===== src/rtl/alu_func_pkg.sv =====
// rtl/alu_func_pkg.sv - class, operation and function-code constants shared with the ALU control decoder
package alu_func_pkg;

  localparam logic [1:0] CLS_ALU    = 2'b00;
  localparam logic [1:0] CLS_MEM    = 2'b01;
  localparam logic [1:0] CLS_BRANCH = 2'b10;

  localparam logic [3:0] OP_ADD  = 4'b0000;
  localparam logic [3:0] OP_SUB  = 4'b0001;
  localparam logic [3:0] OP_AND  = 4'b0010;
  localparam logic [3:0] OP_OR   = 4'b0011;
  localparam logic [3:0] OP_XOR  = 4'b0100;
  localparam logic [3:0] OP_SLT  = 4'b0101;
  localparam logic [3:0] OP_SLL  = 4'b1000;
  localparam logic [3:0] OP_SRL  = 4'b1001;
  localparam logic [3:0] OP_SRA  = 4'b1010;
  localparam logic [3:0] OP_SLTU = 4'b1011;

  localparam logic [3:0] OP_LD   = 4'b0000;
  localparam logic [3:0] OP_ST   = 4'b0001;

  localparam logic [3:0] OP_BEQ  = 4'b0000;
  localparam logic [3:0] OP_BNE  = 4'b0001;
  localparam logic [3:0] OP_JMP  = 4'b0010;

  // 4'b1111 is reserved on the decoder side and never encoded.
  typedef enum logic [3:0] {
    FN_ADD  = 4'b0000,
    FN_SUB  = 4'b0001,
    FN_AND  = 4'b0010,
    FN_OR   = 4'b0011,
    FN_XOR  = 4'b0100,
    FN_SLT  = 4'b0101,
    FN_SLL  = 4'b0110,
    FN_SRL  = 4'b0111,
    FN_SRA  = 4'b1000,
    FN_SLTU = 4'b1001,
    FN_LD   = 4'b1010,
    FN_ST   = 4'b1011,
    FN_BEQ  = 4'b1100,
    FN_BNE  = 4'b1101,
    FN_JMP  = 4'b1110
  } func_t;

  typedef struct packed {
    logic  legal;
    func_t func;
  } enc_t;

  function automatic enc_t encode(input logic [1:0] fc2, input logic [3:0] fc4);
    enc_t r;
    r.legal = 1'b1;
    r.func  = FN_ADD;
    case (fc2)
      CLS_ALU: begin
        case (fc4)
          OP_ADD:  r.func = FN_ADD;
          OP_SUB:  r.func = FN_SUB;
          OP_AND:  r.func = FN_AND;
          OP_OR:   r.func = FN_OR;
          OP_XOR:  r.func = FN_XOR;
          OP_SLT:  r.func = FN_SLT;
          OP_SLL:  r.func = FN_SLL;
          OP_SRL:  r.func = FN_SRL;
          OP_SRA:  r.func = FN_SRA;
          OP_SLTU: r.func = FN_SLTU;
          default: r.legal = 1'b0;
        endcase
      end
      CLS_MEM: begin
        case (fc4)
          OP_LD:   r.func = FN_LD;
          OP_ST:   r.func = FN_ST;
          default: r.legal = 1'b0;
        endcase
      end
      CLS_BRANCH: begin
        case (fc4)
          OP_BEQ:  r.func = FN_BEQ;
          OP_BNE:  r.func = FN_BNE;
          OP_JMP:  r.func = FN_JMP;
          default: r.legal = 1'b0;
        endcase
      end
      default: r.legal = 1'b0;
    endcase
    return r;
  endfunction

endpackage


===== src/rtl/alu_enc_fifo.sv =====
// rtl/alu_enc_fifo.sv - DEPTH-entry function-code FIFO with flush and combinational head read
module alu_enc_fifo #(
  parameter int DEPTH = 4,
  parameter int WIDTH = 4,
  localparam int AW   = $clog2(DEPTH)
) (
  input  logic             clk,
  input  logic             rst,
  input  logic             push,
  input  logic [WIDTH-1:0] wdata,
  input  logic             pop,
  input  logic             flush,
  output logic [WIDTH-1:0] rdata,
  output logic             full,
  output logic             empty
);

  localparam logic [AW:0] FULL_CNT = (AW+1)'(DEPTH);

  logic [WIDTH-1:0] mem_q [DEPTH];
  logic [WIDTH-1:0] mem_d [DEPTH];
  logic [AW-1:0]    wr_ptr_q, wr_ptr_d;
  logic [AW-1:0]    rd_ptr_q, rd_ptr_d;
  logic [AW:0]      count_q, count_d;
  logic             do_push, do_pop;

  assign full  = (count_q == FULL_CNT);
  assign empty = (count_q == '0);
  assign rdata = mem_q[rd_ptr_q];

  // Flush wins over both ports; a full FIFO never accepts even if it pops this cycle.
  always_comb begin
    do_push  = push && !full && !flush;
    do_pop   = pop && !empty && !flush;
    mem_d    = mem_q;
    wr_ptr_d = wr_ptr_q;
    rd_ptr_d = rd_ptr_q;
    count_d  = count_q;
    if (flush) begin
      wr_ptr_d = '0;
      rd_ptr_d = '0;
      count_d  = '0;
    end else begin
      if (do_push) begin
        mem_d[wr_ptr_q] = wdata;
        wr_ptr_d        = wr_ptr_q + AW'(1);
      end
      if (do_pop) begin
        rd_ptr_d = rd_ptr_q + AW'(1);
      end
      case ({do_push, do_pop})
        2'b10:   count_d = count_q + (AW+1)'(1);
        2'b01:   count_d = count_q - (AW+1)'(1);
        default: count_d = count_q;
      endcase
    end
  end

  always_ff @(posedge clk) begin
    if (rst) begin
      for (int i = 0; i < DEPTH; i++) mem_q[i] <= '0;
      wr_ptr_q <= '0;
      rd_ptr_q <= '0;
      count_q  <= '0;
    end else begin
      mem_q    <= mem_d;
      wr_ptr_q <= wr_ptr_d;
      rd_ptr_q <= rd_ptr_d;
      count_q  <= count_d;
    end
  end

endmodule


===== src/rtl/alu_func_encoder.sv =====
// rtl/alu_func_encoder.sv - (class, op) to ALU function-code encoder with output FIFO and error pulse
// Optional saturating illegal-request counter enabled by ALU_FUNC_ENC_ERR_CNT_EN.
module alu_func_encoder
  import alu_func_pkg::*;
#(
  parameter int DEPTH = 4
) (
  input  logic       in_clk,
  input  logic       in_rst,
  input  logic       in_valid,
  output logic       out_ready,
  input  logic [1:0] in_fc2,
  input  logic [3:0] in_fc4,
  input  logic       in_flush,
  output logic       out_valid,
  input  logic       in_ready,
  output logic [3:0] out_func,
  output logic       out_err,
  output logic [7:0] out_err_cnt
);

  enc_t enc;
  logic accept, push, pop;
  logic full, empty;
  logic err_d, err_q;

  assign out_ready = !full;
  assign out_valid = !empty;
  assign out_err   = err_q;

  // Illegal pairs are consumed without a write but still flag, flush or not.
  always_comb begin
    enc    = encode(in_fc2, in_fc4);
    accept = in_valid && out_ready;
    push   = accept && enc.legal;
    pop    = out_valid && in_ready;
    err_d  = accept && !enc.legal;
  end

  alu_enc_fifo #(
    .DEPTH (DEPTH),
    .WIDTH (4)
  ) u_fifo (
    .clk   (in_clk),
    .rst   (in_rst),
    .push  (push),
    .wdata (enc.func),
    .pop   (pop),
    .flush (in_flush),
    .rdata (out_func),
    .full  (full),
    .empty (empty)
  );

  always_ff @(posedge in_clk) begin
    if (in_rst) err_q <= 1'b0;
    else        err_q <= err_d;
  end

`ifdef ALU_FUNC_ENC_ERR_CNT_EN
  logic [7:0] err_cnt_q, err_cnt_d;

  always_comb begin
    err_cnt_d = err_cnt_q;
    if (err_q && (err_cnt_q != 8'hFF)) err_cnt_d = err_cnt_q + 8'd1;
  end

  always_ff @(posedge in_clk) begin
    if (in_rst) err_cnt_q <= '0;
    else        err_cnt_q <= err_cnt_d;
  end

  assign out_err_cnt = err_cnt_q;
`else
  assign out_err_cnt = '0;
`endif

endmodule


===== config.mk =====
export PLATFORM = sky130hd
export DESIGN_NAME = alu_func_encoder
export DESIGN_NICKNAME = d
export VERILOG_FILES = /design/src/rtl/alu_func_pkg.sv /design/src/rtl/alu_enc_fifo.sv /design/src/rtl/alu_func_encoder.sv
export SDC_FILE = /design/constraint.sdc
export NUM_CORES = 1
export LEC_CHECK = 0
export CELL_PAD_IN_SITES_DETAIL_PLACEMENT = 1
export CELL_PAD_IN_SITES_GLOBAL_PLACEMENT = 2
export CORE_MARGIN = 2
export CORE_UTILIZATION = 32
export DETAILED_ROUTE_END_ITERATION = 12
export PLACE_DENSITY = 0.82
export SYNTH_ARGS = -nofsm -noshare
export SYNTH_HDL_FRONTEND = slang
export SYNTH_SLANG_ARGS = --single-unit

===== constraint.sdc =====
create_clock -name in_clk -period 3.6 [get_ports in_clk]
set_clock_uncertainty 0.15 [all_clocks]
set_input_delay 0.72 -clock in_clk [delete_from_list [all_inputs] [get_ports in_clk]]
set_output_delay 0.72 -clock in_clk [all_outputs]
set_load 0.02 [all_outputs]

==> metrics.md, run 1 <==
| Metric | Value |
|---|---|
| Crit path arrival time | 3270 ps |
| Syn Area/Cell | 9.33 µm² |
| Warnings from Yosys | 0 |
| Final Util | 39.3% |
| Die width | 72.5 µm |
| Clock latency on the worst-skew pair | 270 ps |
| Post-CTS sizing | 0 |
| Top-area cell type share of the netlist area | 32.0% |
| Grt total ovfl | 0 |
| Chip height | a little over 70 µm |
| Mapped cell area | 1500 µm² |
| Synth top area cells | dfxtp_1, mux4_2, o31ai_1 |
| Layout cells sized above 1 | 13.9% |
| Filler cells | between 500 and 600 |
| Drt initial violations | 47 |
| Max-Cap Viols | 0 |
| Gr usage total | 15.9% |
| DRC Markers | 0 |
| Slew HR | approximately 28% |
| CTS tree | yes |
| Largest fanout on the critical path | 10 |
| Seq. cell area | 480 µm² |
| Post-synth ARST share | 0% |
| Cell family with most CP delay | buffers and inverters |
| Startpoint types | input pin |
| Most frequent cells in the layout | dfxtp_1, clkdlybuf4s50_1, nor2_1, o21ai_0 |
| Cell Pwr Density | a little over 300 nW/µm² |
| CTS Buffer Depth | 2 |
| First-pass GRT wire length | 6570 µm |
| CP bufs+invs | 3 |
| Setup crit end kind | flop |
| Worst EP required | ~3700 ps |
| Worst path cell trace | clkdlybuf4s50_1 > nor3_1 > o211a_1 > and2_4 > inv_6 > ha_1 > inv_1 > fa_1 > xor2_1 > or3_1 > a21oi_1 |
| Initial antenna violation count | 0 |
| Worst-margin pin slew | 1060 ps |
| Largest net degree at the start of global routing | 16 |
| Worst r2r path cells | 10 |
| Reg2Reg Capture Point | u_fifo.count_q[2]$_SDFFE_PP0P_ |
| CTS Buf Count | 3 |
| Placed Area | ~1700 µm² |
| Most used DFF post-synth | dfxtp_1 |
| Area occupied by multi-input gates | 875 µm² |
| Cells after synthesis | 161 |
| CP Class | input pin to flop |
| Status | completed |
| Fin crit period | 3220 ps |
| Final nets | roughly 200 |
| Row Count | 24 |
| Worst Hold Class | flop to flop |
| Hold path startpoint | u_fifo.mem_q[2]$_SDFFE_PP0P_ |
| Final setup viols | 0 |
| VDD IR max | 0.110 mV |
| Avg Vias per Cell | 5.53 |
| Reg2Reg Launch Point | u_fifo.count_q[2]$_SDFFE_PP0P_ |
| Reg clk slew, reported paths | ~90 ps |
| Delay of the slowest critical-path stage | 640 ps |
| Placed insts | 228 |
| I/O pins | 26 |
| Area leader, netlist | dfxtp_1 |
| Final WL | 3930 µm |
| Gp weighted congestion | about 0.8 |
| Fin area | 1750 µm² |
| Post-Layout Cell Count | between 200 and 250 |
| Yosys reg bits | 24 |
| Fin crit share | between 80% and 90% |
| Setup tns final | 0 ps |
| Number of setup buffers added after CTS | 0 |
| F_max | about 310 MHz |
| Sequential share of the synthesized area | a little under a third |
| Reg2Reg Setup Slack | between 800 and 900 ps |
| EDFF count, synth | 0 |
| Fin. max-slew vios | 0 |
| CTS root buf | clkbuf_8 |
| Hold EP | u_fifo.mem_q[2]$_SDFFE_PP0P_ |
| CP max-delay cell | clkdlybuf4s50_1 |
| Count of buffers from port buffering | 17 |
| Antenna Violating Nets Remaining | 0 |
| Via count | 1,284 |
| Hold Violations, Final | 0 |
| P_leak | about 0.63 nW |
| Hold path cells | 1 |
| Commonest non-fill, non-tap cell in the layout | dfxtp_1 |
| Core ar. | 4440 µm² |
| Area Overhead vs Synth | 16.3% |
| H-tree Lvls | 1 |
| RSZ-0062 raised after global routing | no |
| Number of global-route vias before repair | 1,324 |
| Initial Util | 33.8% |
| Die area | 5260 µm² |
| HPWL after DPL | 3190 µm |
| Hold Buf Count CTS | 0 |
| DR WL/cell | 16.9 µm |
| Unique masters post-synth | 50 |
| First drt pass iteration count | 4 |
| N_diodes | 0 |
| Clk sinks | 24 |
-- synth_stat cells, types with 2 or more instances --
master	count
a21oi_1	4
a22o_1	3
a31oi_1	4
a32o_1	3
buf_2	2
buf_4	8
buf_6	3
clkbuf_1	4
dfxtp_1	24
ha_1	5
inv_1	7
mux4_2	4
nand2_1	9
nor2_1	11
nor3_1	6
nor3b_1	4
nor4_1	2
o21a_1	2
o21ai_0	10
o31ai_1	9
or2_1	3
or3_1	2
xnor2_1	4
xor2_1	2
-- routing by layer --
layer | global-route usage (%) | share of wire [%]
met3 | 3.47 | 2.8
met4 | 2.67 | 0.31
met5 | 0 | 0
met2 | 28.3 | 50
met1 | 19.8 | 46
-- flip-flops by register name, indices dropped and copies added (netlist names) --
signal and flops:
out_err 1, u_fifo.count_q 3, u_fifo.rd_ptr_q 2, u_fifo.mem_q 16, u_fifo.wr_ptr_q 2
-- logic make-up after synthesis --
group / after synthesis / share of synthesized area, %
adders and majority gates: 7 / 6.24
DFF: 24 / 32.0
other: 1 / 0.250
and+or+nand+nor: 47 / 16.8
AOI/OAI and AO/OA: 45 / 22.6
muxes: 5 / 6.99
buffers and inverters: 26 / 11.6
xor gates and xnor gates: 6 / 3.50
-- area by class of cell --
class                   count  share of cell area, %
well taps                  52                   3.72
multi-input cells         118                   50.0
inverters                   8                   2.00
repair buffers             26                   13.6
clock buffers               4                   3.15
flip-flops and latches     24                   27.5
-- worst register-to-register path: cells and delay by family, from the launching register on --
kind	cells	cell delay, ps
buffers and inverters	2	150
AND/OR/NAND/NOR	3	960
XOR/XNOR	1	160
flip-flops	1	380
adder cells (fa/ha/maj)	2	570
AO/OA/AOI/OAI	2	340
-- per-stage QoR --
| step | hold slack [ps] | worst slack [ps] | power, mW |
|---|---|---|---|
| 6_report | 328 | 381 | 0.545 |
| 5_1_grt | 367 | 268 | 0.570 |
| 4_1_cts | 337 | 374 | 0.551 |
| 3_5_place_dp | 316 | 81.2 | 0.364 |
| 3_3_place_gp | 299 | 269 | 0.360 |
| 2_1_floorplan | 287 | 786 | 0.337 |
-- worst max-delay path by stage --
stage                     startpoint                              to  slack (ps)  cells past startpoint
after floorplan            in_fc4[2]  u_fifo.count_q[2]$_SDFFE_PP0P_         790                     12
after global placement     in_fc2[0]  u_fifo.count_q[2]$_SDFFE_PP0P_         270                     11
after detailed placement   in_fc2[0]  u_fifo.count_q[2]$_SDFFE_PP0P_          80                     11
after CTS                  in_fc2[0]  u_fifo.count_q[2]$_SDFFE_PP0P_         370                     11
after global routing       in_fc2[0]  u_fifo.count_q[2]$_SDFFE_PP0P_         270                     11
final                      in_fc2[0]  u_fifo.count_q[2]$_SDFFE_PP0P_         380                     11
-- power by group --
group	leakage [nW]	internal, mW	switching (mW)
Clock	0.0288	0.0977	0.0891
Sequential	0.194	0.267	0.00101
Combinational	0.407	0.0354	0.0548
Total	0.630	0.400	0.145
Power figures use the tool's default switching activity.
==> inputs of run 2 (changes only) <==
--- a/config.mk
+++ b/config.mk
@@ -10,7 +10,7 @@
 export CORE_MARGIN = 2
 export CORE_UTILIZATION = 32
 export DETAILED_ROUTE_END_ITERATION = 12
-export PLACE_DENSITY = 0.82
+export PLACE_DENSITY_LB_ADDON = 0.1
 export SYNTH_ARGS = -nofsm -noshare
 export SYNTH_HDL_FRONTEND = slang
 export SYNTH_SLANG_ARGS = --single-unit
==> metrics.md, run 2 (same netlist as run 1, synthesis figures left out) <==
| Metric | Value |
|---|---|
| Die area | 5260 µm² |
| CTS root buf | clkbuf_8 |
| Hold Violations, Final | 0 |
| Commonest non-fill, non-tap cell in the layout | dfxtp_1 |
| Final WL | 4070 µm |
| Startpoint types | input pin |
| Via count | 1,244 |
| F_max | ~310 MHz |
| CTS Buf Count | 3 |
| Gr usage total | 16.3% |
| Largest fanout on the critical path | 10 |
| Delay of the slowest critical-path stage | 560 ps |
| Fin. max-slew vios | 0 |
| DR WL/cell | 17.6 µm |
| Avg Vias per Cell | approximately 5.4 |
| Worst-margin pin slew | roughly 670 ps |
| Hold Buf Count CTS | 0 |
| Clk sinks | 24 |
| P_leak | around 0.62 nW |
| Status | completed |
| Worst EP required | 3650 ps |
| HPWL after DPL | 3220 µm |
| Core ar. | 4440 µm² |
| Count of buffers from port buffering | 17 |
| Crit path arrival time | between 3000 and 4000 ps |
| Max reg flops | 16 |
| Gp weighted congestion | 0.777 |
| Max-Cap Viols | 0 |
| N_diodes | 0 |
| CTS Buffer Depth | 2 |
| Layout cells sized above 1 | a little over an eighth |
| CP max-delay cell | clkdlybuf4s50_1 |
| Slew HR | 55.1% |
| Setup tns final | 0 ps |
| I/O pins | 26 |
| Most frequent cells in the layout | dfxtp_1, clkdlybuf4s50_1, nor2_1, o21ai_0 |
| Initial Util | between 30% and 40% |
| VDD IR max | 0.138 mV |
| Fin crit share | 88.4% |
| Number of setup buffers added after CTS | 0 |
| Clock latency on the worst-skew pair | about 260 ps |
| Initial antenna violation count | 0 |
| Final nets | 197 |
| Number of global-route vias before repair | 1,250 |
| First-pass GRT wire length | ~6600 µm |
| Grt total ovfl | 0 |
| Largest Register | u_fifo.mem_q |
| Die width | 72.5 µm |
| Chip height | 72.5 µm |
| Largest net degree at the start of global routing | 17 |
| Top flop regs | u_fifo.mem_q: 16 flops, u_fifo.count_q: 3 flops |
| Cell Pwr Density | 311 nW/µm² |
| Row Count | 24 |
| Worst path cell trace | clkdlybuf4s50_1 > nor3_1 > o211a_1 > and2_4 > inv_6 > ha_1 > inv_1 > fa_1 > xor2_1 > or3_1 > a21oi_1 |
| CP Class | input pin to flop |
| Setup crit end kind | flop |
| Worst Hold Class | flop to flop |
| Final Util | 39.2% |
| Drt initial violations | 58 |
| First drt pass iteration count | 4 |
| RSZ-0062 raised after global routing | no |
| DRC Markers | 0 |
| CTS tree | yes |
| H-tree Lvls | 1 |
| Post-CTS sizing | 0 |
| Final setup viols | 0 |
| Area Overhead vs Synth | 15.8% |
| Reg clk slew, reported paths | 90 ps |
| Fin crit period | 3180 ps |
| Antenna Violating Nets Remaining | 0 |
## run 2: power by group
part / total [mW] / leakage [nW] / internal (mW) / switching, mW
registers: 0.268 / 0.194 / 0.267 / 0.000977
logic: 0.0901 / 0.402 / 0.0349 / 0.0552
clock network: 0.183 / 0.0288 / 0.0977 / 0.0853
total: 0.541 / 0.624 / 0.399 / 0.141
## run 2: final timing paths
| check | start | to | slack [ps] | cells past startpoint |
|---|---|---|---|---|
| worst max-delay path | in_fc4[2] | u_fifo.count_q[2]$_SDFFE_PP0P_ | 420 | 11 |
| worst min-delay path | u_fifo.mem_q[10]$_SDFFE_PP0P_ | u_fifo.mem_q[10]$_SDFFE_PP0P_ | 330 | 1 |
| worst max register to register | u_fifo.count_q[0]$_SDFFE_PP0P_ | u_fifo.count_q[2]$_SDFFE_PP0P_ | 750 | 10 |
| worst min register to register | u_fifo.mem_q[10]$_SDFFE_PP0P_ | u_fifo.mem_q[10]$_SDFFE_PP0P_ | 330 | 1 |
## run 2: per-layer routing
metal	up-vias	GRT usage [%]	routed length, µm
li1	610	-	-
met1	601	20.9	1890
met2	29	29.0	2030
met3	4	3.61	133
met4	0	1.85	15
met5	-	0	0
## run 2: worst max-delay path, delay by kind of cell
kind,cells,cell delay [ps]
buffers and inverters,3,730
and+or+nand+nor,3,630
adders and majority gates,2,580
AOI/OAI and AO/OA,2,390
xor gates and xnor gates,1,160
## run 2: layout make-up
class                   count  area [µm²]
repair buffers             25         230
fillers                   511        2700
inverters                   8        35.0
multi-input cells         118         875
flip-flops and latches     24         480
well taps                  52        65.1
clock buffers               4        55.1
## run 2: metrics by stage
stage	hold slack [ps]	worst slack (ps)	cell area, µm²	power, mW	cells
global route	355	278	1740	0.570	231
CTS	337	443	1740	0.551	231
finish	328	417	1740	0.541	231
floorplan	287	786	1530	0.337	168
global placement	300	320	1690	0.361	227
detailed placement	317	157	1690	0.364	227
==> patch: new RTL, config.mk and constraints of run 2 <==
`DEPTH` is set to 4 in 2 places; all go to 2.
--- a/src/rtl/alu_enc_fifo.sv
+++ b/src/rtl/alu_enc_fifo.sv
@@ -1,6 +1,6 @@
 // rtl/alu_enc_fifo.sv - DEPTH-entry function-code FIFO with flush and combinational head read
 module alu_enc_fifo #(
-  parameter int DEPTH = 4,
+  parameter int DEPTH = 2,
   parameter int WIDTH = 4,
   localparam int AW   = $clog2(DEPTH)
 ) (
--- a/src/rtl/alu_func_encoder.sv
+++ b/src/rtl/alu_func_encoder.sv
@@ -3,7 +3,7 @@
 module alu_func_encoder
   import alu_func_pkg::*;
 #(
-  parameter int DEPTH = 4
+  parameter int DEPTH = 2
 ) (
   input  logic       in_clk,
   input  logic       in_rst,
Check against the original RTL: not equivalent (a bounded check fails within 4 cycles, from zero or initial values and one cycle with in_rst high).
==> patch against run 2 <==
- power is 46% lower
- register-to-register slack improved by 0.84 ns
- critical path depth is 4 lower
- largest cell class unchanged
- count of clock-buffer cells in the layout is the same
- global-route usage decreased by 3.3 points
- design area is 40% lower
- worst setup slack better by 0.27 ns
- combinational power fell by 39%
- first-iteration DRC count is 74% lower
- area after synthesis shrank 40%
- wire length is 52% lower
- sequential cell count is 11 lower
==> patch: results (changes against run 2) <==
GRT
  – Vias in the first global route: 689 (was 1250)
  – Total GRT Usage: 13.1% (was 16.3%)
  – First-pass GRT wire length: 3270 um (was 6560 um)
  – Largest net degree at the start of global routing: 14 (was 17)

Place
  – Placed Area: 1010 um2 (was 1690 um2)
  – DP HPWL: 1510 um (was 3220 um)
  – Worst slack at placement: 0.401 ns (was 0.157 ns)
  – Routability Congestion: 0.662 (was 0.777)

Clock tree
  – Root Driver: clkbuf_4 (was clkbuf_8)

Detailed routing
  – DR vias/cell: 5.01 (was 5.39)
  – Drt first pass iters: 2 (was 4)
  – Iteration-0 DRC count of the detailed router: 15 (was 58)
  – Vias: 716 (was 1244)

Min path
  – Depth of the worst hold-timing path: 2 (was 1)
  – Hold path endpoint: u_fifo.mem_q[5]$_SDFFE_PP0P_ (was u_fifo.mem_q[10]$_SDFFE_PP0P_)
  – Hold Crit Start: u_fifo.mem_q[5]$_SDFFE_PP0P_ (was u_fifo.mem_q[10]$_SDFFE_PP0P_)

Setup path
  – Setup slack, reg-to-reg: 1.59 ns (was 0.75 ns)
  – CP Max Fanout: 13 (was 10)
  – Largest stage delay on the critical path: 0.64 ns (was 0.56 ns)
  – R2r endpoint: u_fifo.count_q[1]$_SDFFE_PP0P_ (was u_fifo.count_q[2]$_SDFFE_PP0P_)
  – R2R depth: 6 (was 10)

Timing
  – Worst hold margin: 0.335 ns (was 0.328 ns)
  – Part of the cycle the worst path needs: 80.8% (was 88.4%)
  – Rel. slew slack: 66.6% (was 55.1%)

Finish
  – Layout Nets: 125 (was 197)
  – Largest regs: u_fifo.mem_q x8, u_fifo.count_q x2 (was u_fifo.mem_q x16, u_fifo.count_q x3)

Synth
  – Synth Area in Adders: 1.40% (was 6.24%)
  – Mux share of post-synthesis cell area: 14.0% (was 6.99%)
  – Post-synthesis xor/xnor area fraction: 3.92% (was 3.50%)
  – Dominant cells by area after synthesis: dfxtp_1 (29%), mux2i_1 (9.0%), nand2b_1 (7.0%) (was dfxtp_1 (32%), mux4_2 (6.0%), o31ai_1 (4.5%))

Pwr
  – Switch Pwr: 81.1 uW (was 141 uW)

Status
  – Status: finished clean (unchanged)
==> patch: area by class of cell <==
type	count	area, um2
fill	329	1670
multi-input combinational	75	531
sequential	13	260
timing repair buffer	17	170
tap	31	38.8
clock buffer	4	26.3
inverter	3	11.3
==> patch: power groups by stage <==
| stage | clock network (mW) | registers [mW] | logic [mW] |
|---|---|---|---|
| global route | 0.104 | 0.146 | 0.0601 |
| finish | 0.0914 | 0.146 | 0.0550 |
| floorplan | 0 | 0.150 | 0.0432 |
| CTS | 0.0979 | 0.146 | 0.0555 |
| global placement | 0 | 0.149 | 0.0551 |
| detailed placement | 0 | 0.149 | 0.0552 |
==> patch: per-layer routing <==
metal	vias to the layer above	wire length (um)	global-route usage, %
li1	356	-	-
met1	345	954	17.7
met2	13	918	19.6
met3	2	58	2.30
met4	0	22	6.98
met5	-	0	0
==> patch: worst min-delay path, stage by stage, from the launching register on <==
cell and delay (ns):
dfxtp_1 0.32, nand2b_1 0.06, mux2i_1 0.06
